File: config.mk
export PLATFORM = sky130hd
export DESIGN_NAME = serial_frame_rcv
export DESIGN_NICKNAME = d
export VERILOG_FILES = /design/src/rtl/serial_frame_rcv.sv
export SDC_FILE = /design/constraint.sdc
export NUM_CORES = 1
export LEC_CHECK = 0
export ABC_AREA = 1
export BUFFER_PORTS_ARGS = -buffer_cell sky130_fd_sc_hd__buf_2
export CAP_MARGIN = 25
export CORE_ASPECT_RATIO = 0.7
export CORE_MARGIN = 4
export CORE_UTILIZATION = 56
export CTS_BUF_LIST = sky130_fd_sc_hd__clkbuf_4
export DETAILED_ROUTE_END_ITERATION = 10
export PLACE_DENSITY = 0.77
export SYNTH_ARGS = -nofsm -noshare
export SYNTH_HDL_FRONTEND = slang
export SYNTH_SLANG_ARGS = --single-unit
File: constraint.sdc
create_clock -name clk -period 1.45 [get_ports clk]
set_input_delay 0.435 -clock clk [delete_from_list [all_inputs] [get_ports clk]]
set_output_delay 0.435 -clock clk [all_outputs]
set_load 0.005 [all_outputs]
File: src/rtl/serial_frame_rcv.sv
// Receive side of the serial link: synchronizes the idle-high line, times each
// start/data/stop bit from the start edge and hands complete words to the consumer.
module serial_frame_rcv #(
  parameter int DATA_BITS    = 8,
  parameter int CLKS_PER_BIT = 10,
  parameter int SHIFT_MSB    = 0
) (
  input  logic                 clk,
  input  logic                 n_rst,
  input  logic                 serial_in,
  input  logic                 data_read,
  output logic [DATA_BITS-1:0] rx_data,
  output logic                 data_ready,
  output logic                 overrun_error,
  output logic                 framing_error,
  output logic                 rcving
);

  localparam int CW = $clog2(CLKS_PER_BIT);
  localparam int BW = (DATA_BITS > 1) ? $clog2(DATA_BITS) : 1;
  localparam logic [CW-1:0] LAST_TICK = CW'(CLKS_PER_BIT - 1);
  localparam logic [CW-1:0] HALF_TICK = CW'(CLKS_PER_BIT / 2 - 1);
  localparam logic [BW-1:0] LAST_BIT  = BW'(DATA_BITS - 1);

  typedef enum logic [1:0] {
    IDLE,
    START,
    DATA,
    STOP
  } state_t;

  state_t state, next_state;

  logic                 sync_1;
  logic                 line;
  logic                 line_prev;
  logic                 start_edge;
  logic [CW-1:0]        tick_cnt;
  logic [BW-1:0]        bit_cnt;
  logic [DATA_BITS-1:0] shift_reg;
  logic                 sample_start;
  logic                 sample_bit;
  logic                 sample_stop;

  // Synchronizer and edge flops come out of reset high so an idle line never looks like a start.
  always_ff @(posedge clk or negedge n_rst) begin
    if (!n_rst) begin
      sync_1    <= 1'b1;
      line      <= 1'b1;
      line_prev <= 1'b1;
    end else begin
      sync_1    <= serial_in;
      line      <= sync_1;
      line_prev <= line;
    end
  end

  assign start_edge = !line && line_prev;

  always_ff @(posedge clk or negedge n_rst) begin
    if (!n_rst) begin
      state <= IDLE;
    end else begin
      state <= next_state;
    end
  end

  always_comb begin
    next_state   = state;
    sample_start = 1'b0;
    sample_bit   = 1'b0;
    sample_stop  = 1'b0;
    case (state)
      IDLE: begin
        if (start_edge) begin
          next_state = START;
        end
      end
      START: begin
        if (tick_cnt == HALF_TICK) begin
          sample_start = 1'b1;
          next_state   = line ? IDLE : DATA;
        end
      end
      DATA: begin
        if (tick_cnt == LAST_TICK) begin
          sample_bit = 1'b1;
          if (bit_cnt == LAST_BIT) begin
            next_state = STOP;
          end
        end
      end
      STOP: begin
        if (tick_cnt == LAST_TICK) begin
          sample_stop = 1'b1;
          next_state  = IDLE;
        end
      end
      default: next_state = IDLE;
    endcase
  end

  // The half-bit START phase restarts the counter so every later sample lands mid-bit.
  always_ff @(posedge clk or negedge n_rst) begin
    if (!n_rst) begin
      tick_cnt <= '0;
    end else if (state == IDLE || sample_start || tick_cnt == LAST_TICK) begin
      tick_cnt <= '0;
    end else begin
      tick_cnt <= tick_cnt + 1'b1;
    end
  end

  always_ff @(posedge clk or negedge n_rst) begin
    if (!n_rst) begin
      bit_cnt <= '0;
    end else if (sample_start) begin
      bit_cnt <= '0;
    end else if (sample_bit) begin
      bit_cnt <= bit_cnt + 1'b1;
    end
  end

  always_ff @(posedge clk or negedge n_rst) begin
    if (!n_rst) begin
      shift_reg <= '0;
    end else if (sample_bit) begin
      if (SHIFT_MSB != 0) begin
        shift_reg <= {shift_reg[DATA_BITS-2:0], line};
      end else begin
        shift_reg <= {line, shift_reg[DATA_BITS-1:1]};
      end
    end
  end

  always_ff @(posedge clk or negedge n_rst) begin
    if (!n_rst) begin
      framing_error <= 1'b0;
    end else if (sample_start && !line) begin
      framing_error <= 1'b0;
    end else if (sample_stop && !line) begin
      framing_error <= 1'b1;
    end
  end

  // A good-stop load beats a coincident read; the read still counts against overrun.
  always_ff @(posedge clk or negedge n_rst) begin
    if (!n_rst) begin
      rx_data       <= '0;
      data_ready    <= 1'b0;
      overrun_error <= 1'b0;
    end else if (sample_stop && line) begin
      rx_data       <= shift_reg;
      data_ready    <= 1'b1;
      overrun_error <= data_ready && !data_read;
    end else if (data_read && data_ready) begin
      data_ready    <= 1'b0;
      overrun_error <= 1'b0;
    end
  end

  assign rcving = (state != IDLE);

endmodule

==> load_flow_metrics.sql, run 1 <==
INSERT INTO impl_metrics (metric_group, metric, value, unit) VALUES
('outcome', 'run_status', 'complete, no violations', ''),
('cells_and_area', 'final_util', '0.735', ''),
('logic_synthesis', 'synth.mux.area_fraction', '0', ''),
('grt', 'grt_pass1_vias', '939', ''),
('clocking', 'hold_buffers', '0', ''),
('timing', 'timing_worst_slew_pin_value', '0.435', 'ns'),
('worst_setup_path', 'worst_path_cell_with_the_longest_stage_delay', 'dfrtp_1', ''),
('pwr', 'power.ir.vdd_worst', '652', 'uV'),
('pwr', 'p_int', '1.58', 'mW'),
('worst_setup_path', 'wp_buf_inv', '2', ''),
('die', 'core_region_area', '2240', 'um2'),
('detailed_routing', 'drtPass1Iterations', '4', ''),
('logic_synthesis', 'synth-seq-area-share', '0.568', ''),
('pwr', 'switching_share', '0.325', ''),
('logic_synthesis', 'yosys.area_share.adder', '0.0456', ''),
('worst_setup_path', 'cp.required', '1.02', 'ns'),
('detailed_routing', 'detail_route.wirelength', '2.37', 'mm'),
('worst_hold_path', 'timing.hold.worst.class', 'primary input to async pin', ''),
('cells_and_area', 'drive_gt1_frac', '0.313', ''),
('worst_setup_path', 'critical_path_s_top_delay_family', 'flip-flops', ''),
('logic_synthesis', 'synth-edff-count', '0', ''),
('grt', 'globalRouteOverflowTotal', '0', ''),
('worst_setup_path', 'worstPathCellList', 'nor2_2 -> inv_2 -> buf_6', ''),
('clocking', 'clock_tree_from_tritoncts', 'done', ''),
('timing', 'layout_worst_path_cycle_share', '0.995', ''),
('clocking', 'cts_made_buffers', '5', ''),
('timing', 'timing_hold_violations_final', '0', ''),
('pwr', 'cellPowerDensity', '1420', 'nW/um2'),
('logic_synthesis', 'yosys_register_bits', '31', ''),
('worst_setup_path', 'timing.critical_path.from_type', 'register', ''),
('die', 'initial_standard_cell_utilization_of_the_core', '0.612', ''),
('timing', 'final.setup_skew', '0.00461', 'ns'),
('logic_synthesis', 'synth_compound_gate_area_share', '0.0994', ''),
('grt', 'grt_first_pass_wirelength', '4.24', 'mm'),
('die', 'design.die.area', '3320', 'um2'),
('timing', 'timing.final.setup_violations', '0', ''),
('die', 'die_w', '67.2', 'um'),
('logic_synthesis', 'synth-async-reset-ratio', '1.00', ''),
('detailed_routing', 'routed_wire_length_per_instance', '12.0', 'um'),
('logic_synthesis', 'syn_area_per_cell', '9.80', 'um2'),
('clocking', 'cts.reportedPaths.clkPinSlew', '0.10', 'ns'),
('pwr', 'static-leakage-power', '0.823', 'nW'),
('worst_setup_path', 'slowest_stage_delay_cp', '0.40', 'ns'),
('placement', 'port_buffers', '15', ''),
('placement', 'finalWeightedCongestion', '0.891', ''),
('logic_synthesis', 'dominant_combinational_cell_family_by_area_after_synthesis', 'simple AND/OR/NAND/NOR gates', ''),
('detailed_routing', 'route.detailed.vias_per_inst', '4.99', ''),
('cells_and_area', 'p_r_area_growth_vs_syn', '20.1', '%'),
('clocking', 'insertion_delay_to_the_later_sink_of_the_worst_skew_pair', '0.32', 'ns'),
('grt', 'globalRouteTotalUtil', '0.173', ''),
('logic_synthesis', 'yosys_warnings', '0', ''),
('logic_synthesis', 'netlist_area', '1370', 'um2'),
('clocking', 'cts_buffer_depth', '2', ''),
('logic_synthesis', 'yosys.cell_types.count', '23', ''),
('placement', 'dpl.hpwl', '1.64', 'mm'),
('detailed_routing', 'drc', '0', ''),
('logic_synthesis', 'yosys.area_share.simple', '0.195', ''),
('logic_synthesis', 'syn_inst', '140', ''),
('detailed_routing', 'antenna_violating_nets_post_route', '0', ''),
('timing', 'slew-limit-headroom', '0.709', ''),
('timing', 'timing.final.max_slew_violations', '0', ''),
('timing', 'grt_setup_unrepaired', 'true', ''),
('run', 'max_cap_violations', '0', ''),
('grt', 'grt_antenna_before_repair', '0', ''),
('worst_setup_path', 'worst_r2r_endpoint', 'bit_cnt[0]', ''),
('timing', 'period_needed', '1.44', 'ns'),
('worst_setup_path', 'path_max_fanout', '2', ''),
('pwr', 'clock_power_share', '0.273', ''),
('pwr', 'flop_pwr_share', '0.441', ''),
('detailed_routing', 'vias', '989', ''),
('grt', 'grt_max_degree', '19', '');
-- power by group through the flow --
stage / clock (mW) / sequential [mW] / combinational, mW
2_1_floorplan: 0 / 1.03 / 0.363
3_3_place_gp: 0 / 1.05 / 0.460
3_5_place_dp: 0 / 1.05 / 0.480
4_1_cts: 0.654 / 1.02 / 0.576
5_1_grt: 0.701 / 1.04 / 0.751
6_report: 0.638 / 1.03 / 0.668
-- timing repair --
action | 4_1_cts | 5_1_grt
pin swaps | 0 | 1
cloned | 1 | 0
endpoints found under the hold margin | 0 | 0
endpoints found under the setup margin | 5 | 24
gates resized for setup | 2 | 10
buffers inserted | 3 | 0
-- Yosys cell counts, types with 2 or more instances --
master	count	share of area
nor2_1	10	0.027
nand3_1	7	0.026
dfstp_2	3	0.057
inv_2	4	0.011
nand2_1	32	0.088
dfrtp_1	28	0.51
o21ai_2	9	0.057
buf_6	2	0.016
inv_1	19	0.052
o21ai_1	9	0.033
ha_1	5	0.046
-- cell type report --
type / count / area, um2
clock buffer: 5 / 37.5
clock inverter: 3 / 38.8
fill: 161 / 594
inverter: 23 / 93.8
multi-input combinational: 85 / 534
sequential: 31 / 779
tap: 32 / 40.0
timing repair buffer: 19 / 124
-- worst max path at each step --
| stage | from | slack [ns] | cells past startpoint | to |
|---|---|---|---|---|
| final | state[0] | 0.007 | 3 | rcving |
| after global routing | state[0] | -0.06 | 3 | rcving |
| after CTS | register | 0.007 | 3 | rcving |
| after detailed placement | tick_cnt[1] | -0.006 | 7 | overrun_error |
| after global placement | tick_cnt[1] | 0.07 | 7 | overrun_error |
| after floorplan | tick_cnt[1] | 0.18 | 8 | bit_cnt[1] |
-- cell families (layout without fill, tap and decap cells) --
| family | after synthesis | after routing |
|---|---|---|
| simple gates | 57 | 58 |
| buf+inv | 25 | 50 |
| fa+ha+maj | 5 | 5 |
| compound gates | 20 | 20 |
| flops | 31 | 31 |
| xor+xnor | 2 | 2 |
-- routing by layer --
metal	routed length, um	share of wire	GRT usage
met1	1120	0.47	0.234
met3	106	0.045	0.0576
met2	1110	0.47	0.246
met4	31	0.013	0.0808
met5	0	0	0
-- per-stage QoR --
stage / instances / hold slack (ns) / power (mW) / setup slack [ns] / area (um2)
global placement: 186 / 0.346 / 1.51 / 0.0677 / 1490
floorplan: 140 / 0.139 / 1.40 / 0.183 / 1370
CTS: 198 / 0.00242 / 2.25 / 0.00719 / 1600
detailed placement: 186 / 0.347 / 1.53 / -0.00574 / 1490
finish: 198 / 0.00879 / 2.34 / 0.00701 / 1650
global route: 198 / 0.0133 / 2.49 / -0.0610 / 1650
Note: power is estimated with default switching activity, not from simulation.
==> run 2, diff against run 1 <==
CORE_UTILIZATION = 50   (was 56)
HOLD_SLACK_MARGIN = 0.06   (was not set)
PLACE_DENSITY = 0.7   (was 0.77)
==> load_flow_metrics.sql, run 2 (synthesized netlist as in run 1, its figures left out) <==
INSERT INTO impl_metrics (metric_group, metric, value, unit) VALUES
('worst_hold_path', 'min_delay_path_depth', '1', ''),
('clocking', 'cts_buffer_depth', '2', ''),
('detailed_routing', 'drtPass1Iterations', '4', ''),
('die', 'rows', '15', ''),
('worst_setup_path', 'cp.required', '1.02', 'ns'),
('cells_and_area', 'final_cell_count_no_fill', '203', ''),
('die', 'die_w', '70.6', 'um'),
('cells_and_area', 'post-route-cell-area', '1670', 'um2'),
('timing', 'grt_setup_unrepaired', 'true', ''),
('timing', 'timing_worst_slew_pin_value', '0.290', 'ns'),
('grt', 'globalRouteOverflowTotal', '0', ''),
('grt', 'grt_antenna_before_repair', '0', ''),
('worst_hold_path', 'min_to', 'sync_1', ''),
('cells_and_area', 'fillers', '205', ''),
('timing', 'fin_tns_setup', '-0.0458', 'ns'),
('clocking', 'cts_root_buffer', 'clkbuf_4', ''),
('outcome', 'failing_checks', 'setup timing', ''),
('clocking', 'cts.reportedPaths.clkPinSlew', '0.11', 'ns'),
('worst_hold_path', 'timing.hold.worst.class', 'primary input to register', ''),
('placement', 'finalWeightedCongestion', '0.839', ''),
('clocking', 'clock_tree_from_tritoncts', 'done', ''),
('timing', 'layout_worst_path_cycle_share', '1.03', ''),
('cells_and_area', 'design.final.nets', '177', ''),
('worst_hold_path', 'hp-start', 'serial_in', ''),
('cells_and_area', 'p_r_area_growth_vs_syn', '21.6', '%'),
('pwr', 'static-leakage-power', '0.826', 'nW'),
('die', 'dieHeight', '51.8', 'um'),
('detailed_routing', 'drc', '0', ''),
('worst_setup_path', 'worst_r2r_endpoint', 'bit_cnt[0]', ''),
('clocking', 'cts_max_level', '2', ''),
('worst_setup_path', 'worst-r2r-setup-slack', '0.11', 'ns'),
('timing', 'timing.final.setup_violations', '1', ''),
('placement', 'dp_cells', '189', ''),
('cells_and_area', 'multi_input_area', '557', 'um2'),
('cells_and_area', 'drive_gt1_frac', '0.337', ''),
('pwr', 'flop_pwr_share', '0.468', ''),
('worst_setup_path', 'path_max_fanout', '2', ''),
('timing', 'timing.final.max_slew_violations', '0', ''),
('pwr', 'power.total', '2.22', 'mW'),
('cells_and_area', 'antenna-diode-count', '0', ''),
('die', 'floorplan.io_pins', '16', ''),
('pwr', 'power.ir.vdd_worst', '662', 'uV'),
('worst_setup_path', 'reg2reg_from', 'tick_cnt[1]', ''),
('timing', 'timing_hold_violations_final', '0', ''),
('outcome', 'run_status', 'complete, but fails checks', ''),
('pwr', 'clock_power_share', '0.233', ''),
('detailed_routing', 'antenna_violating_nets_post_route', '0', ''),
('timing', 'max_freq', '669', 'MHz'),
('detailed_routing', 'vias', '1024', ''),
('timing', 'period_needed', '1.50', 'ns'),
('placement', 'dp_worst_setup_slack', '-0.00991', 'ns'),
('run', 'max_cap_violations', '0', ''),
('cells_and_area', 'register_area', '781', 'um2'),
('cells_and_area', 'final_common_cell', 'nand2_1', ''),
('grt', 'globalRouteTotalUtil', '0.169', ''),
('timing', 'final.setup_skew', '0.0187', 'ns'),
('pwr', 'p_int', '1.45', 'mW'),
('worst_setup_path', 'r2r_cells', '8', ''),
('grt', 'grt_pass1_vias', '1048', ''),
('clocking', 'cts_made_buffers', '5', ''),
('cells_and_area', 'layout.cells.most_common_list', 'nand2_1 (32), dfrtp_1 (27), inv_1 (18), buf_2 (15), o21ai_2 (10)', ''),
('grt', 'grt_first_pass_wirelength', '4.66', 'mm'),
('placement', 'dpl-instance-area', '1500', 'um2'),
('placement', 'port_buffers', '15', ''),
('detailed_routing', 'detail_route.wirelength', '2.66', 'mm'),
('pwr', 'switching_share', '0.348', ''),
('clocking', 'numClockSinks', '31', ''),
('clocking', 'insertion_delay_to_the_later_sink_of_the_worst_skew_pair', '0.34', 'ns'),
('pwr', 'power_frac_comb', '0.299', ''),
('timing', 'slew-limit-headroom', '0.807', ''),
('detailed_routing', 'detailedRoute.firstIterationViolations', '35', ''),
('worst_setup_path', 'crit_arrival', '1.06', 'ns'),
('worst_setup_path', 'worstSetupEndpointType', 'primary output', ''),
('die', 'initial_standard_cell_utilization_of_the_core', '0.542', ''),
('worst_setup_path', 'timing.critical_path.from_type', 'register', ''),
('pwr', 'cellPowerDensity', '1330', 'nW/um2'),
('detailed_routing', 'route.detailed.vias_per_inst', '5.04', ''),
('worst_setup_path', 'ws_path_type', 'register to primary output', ''),
('timing', 'timing.final.ws_setup', '-0.0458', 'ns'),
('grt', 'grt_max_degree', '32', ''),
('placement', 'dpl.hpwl', '1.72', 'mm'),
('pwr', 'power_switching', '0.772', 'mW'),
('die', 'design.die.area', '3660', 'um2'),
('detailed_routing', 'routed_wire_length_per_instance', '13.1', 'um'),
('die', 'core_region_area', '2530', 'um2');
-- run 2: layout make-up --
cell class	count	share of cell area
inverter	23	0.0577
timing repair buffer	21	0.0810
clock buffer	7	0.0315
multi-input combinational	86	0.334
tap	34	0.0255
clock inverter	1	0.00300
sequential	31	0.468
-- run 2: critical path, cell delays in order, from the launching register on --
cell and delay, ns:
dfrtp_1 0.40, nor2_1 0.13, inv_1 0.07, buf_2 0.12
-- run 2: how the worst max path moves through the flow --
stage / cells past startpoint / slack, ns / end / from
2_1_floorplan: 8 / 0.18 / bit_cnt[1] / tick_cnt[1]
3_3_place_gp: 7 / 0.06 / overrun_error / tick_cnt[1]
3_5_place_dp: 7 / -0.01 / overrun_error / tick_cnt[1]
4_1_cts: 3 / -0.05 / rcving / state[0]
5_1_grt: 3 / -0.10 / rcving / state[0]
6_report: 3 / -0.05 / rcving / state[0]
-- run 2: what timing repair did --
action                                  CTS  global route
cloned                                    1             1
pin swaps                                 1             0
hold endpoints to repair                 28             0
gates resized for setup                   3            12
hold buffers                              1             0
endpoints found under the setup margin    8            20
setup buffers                             3             0
-- run 2: power by group through the flow --
stage	clock, mW	combinational (mW)	sequential (mW)
6_report	0.517	0.664	1.04
5_1_grt	0.564	0.748	1.05
4_1_cts	0.526	0.609	1.02
3_5_place_dp	0	0.498	1.05
3_3_place_gp	0	0.471	1.05
2_1_floorplan	0	0.363	1.03
-- run 2: through the flow --
step | hold WS (ns) | utilization
after global routing | 0.188 | 0.659
after global placement | 0.346 | 0.590
final | 0.204 | 0.659
after CTS | 0.190 | 0.637
after floorplan | 0.139 | -
after detailed placement | 0.350 | 0.590
-- run 2: routing by layer --
metal	global-route usage	up-vias	routed length [um]
met5	0	-	0
met4	0.0813	0	45
li1	-	497	-
met3	0.0483	9	97
met1	0.200	502	1250
met2	0.287	16	1270
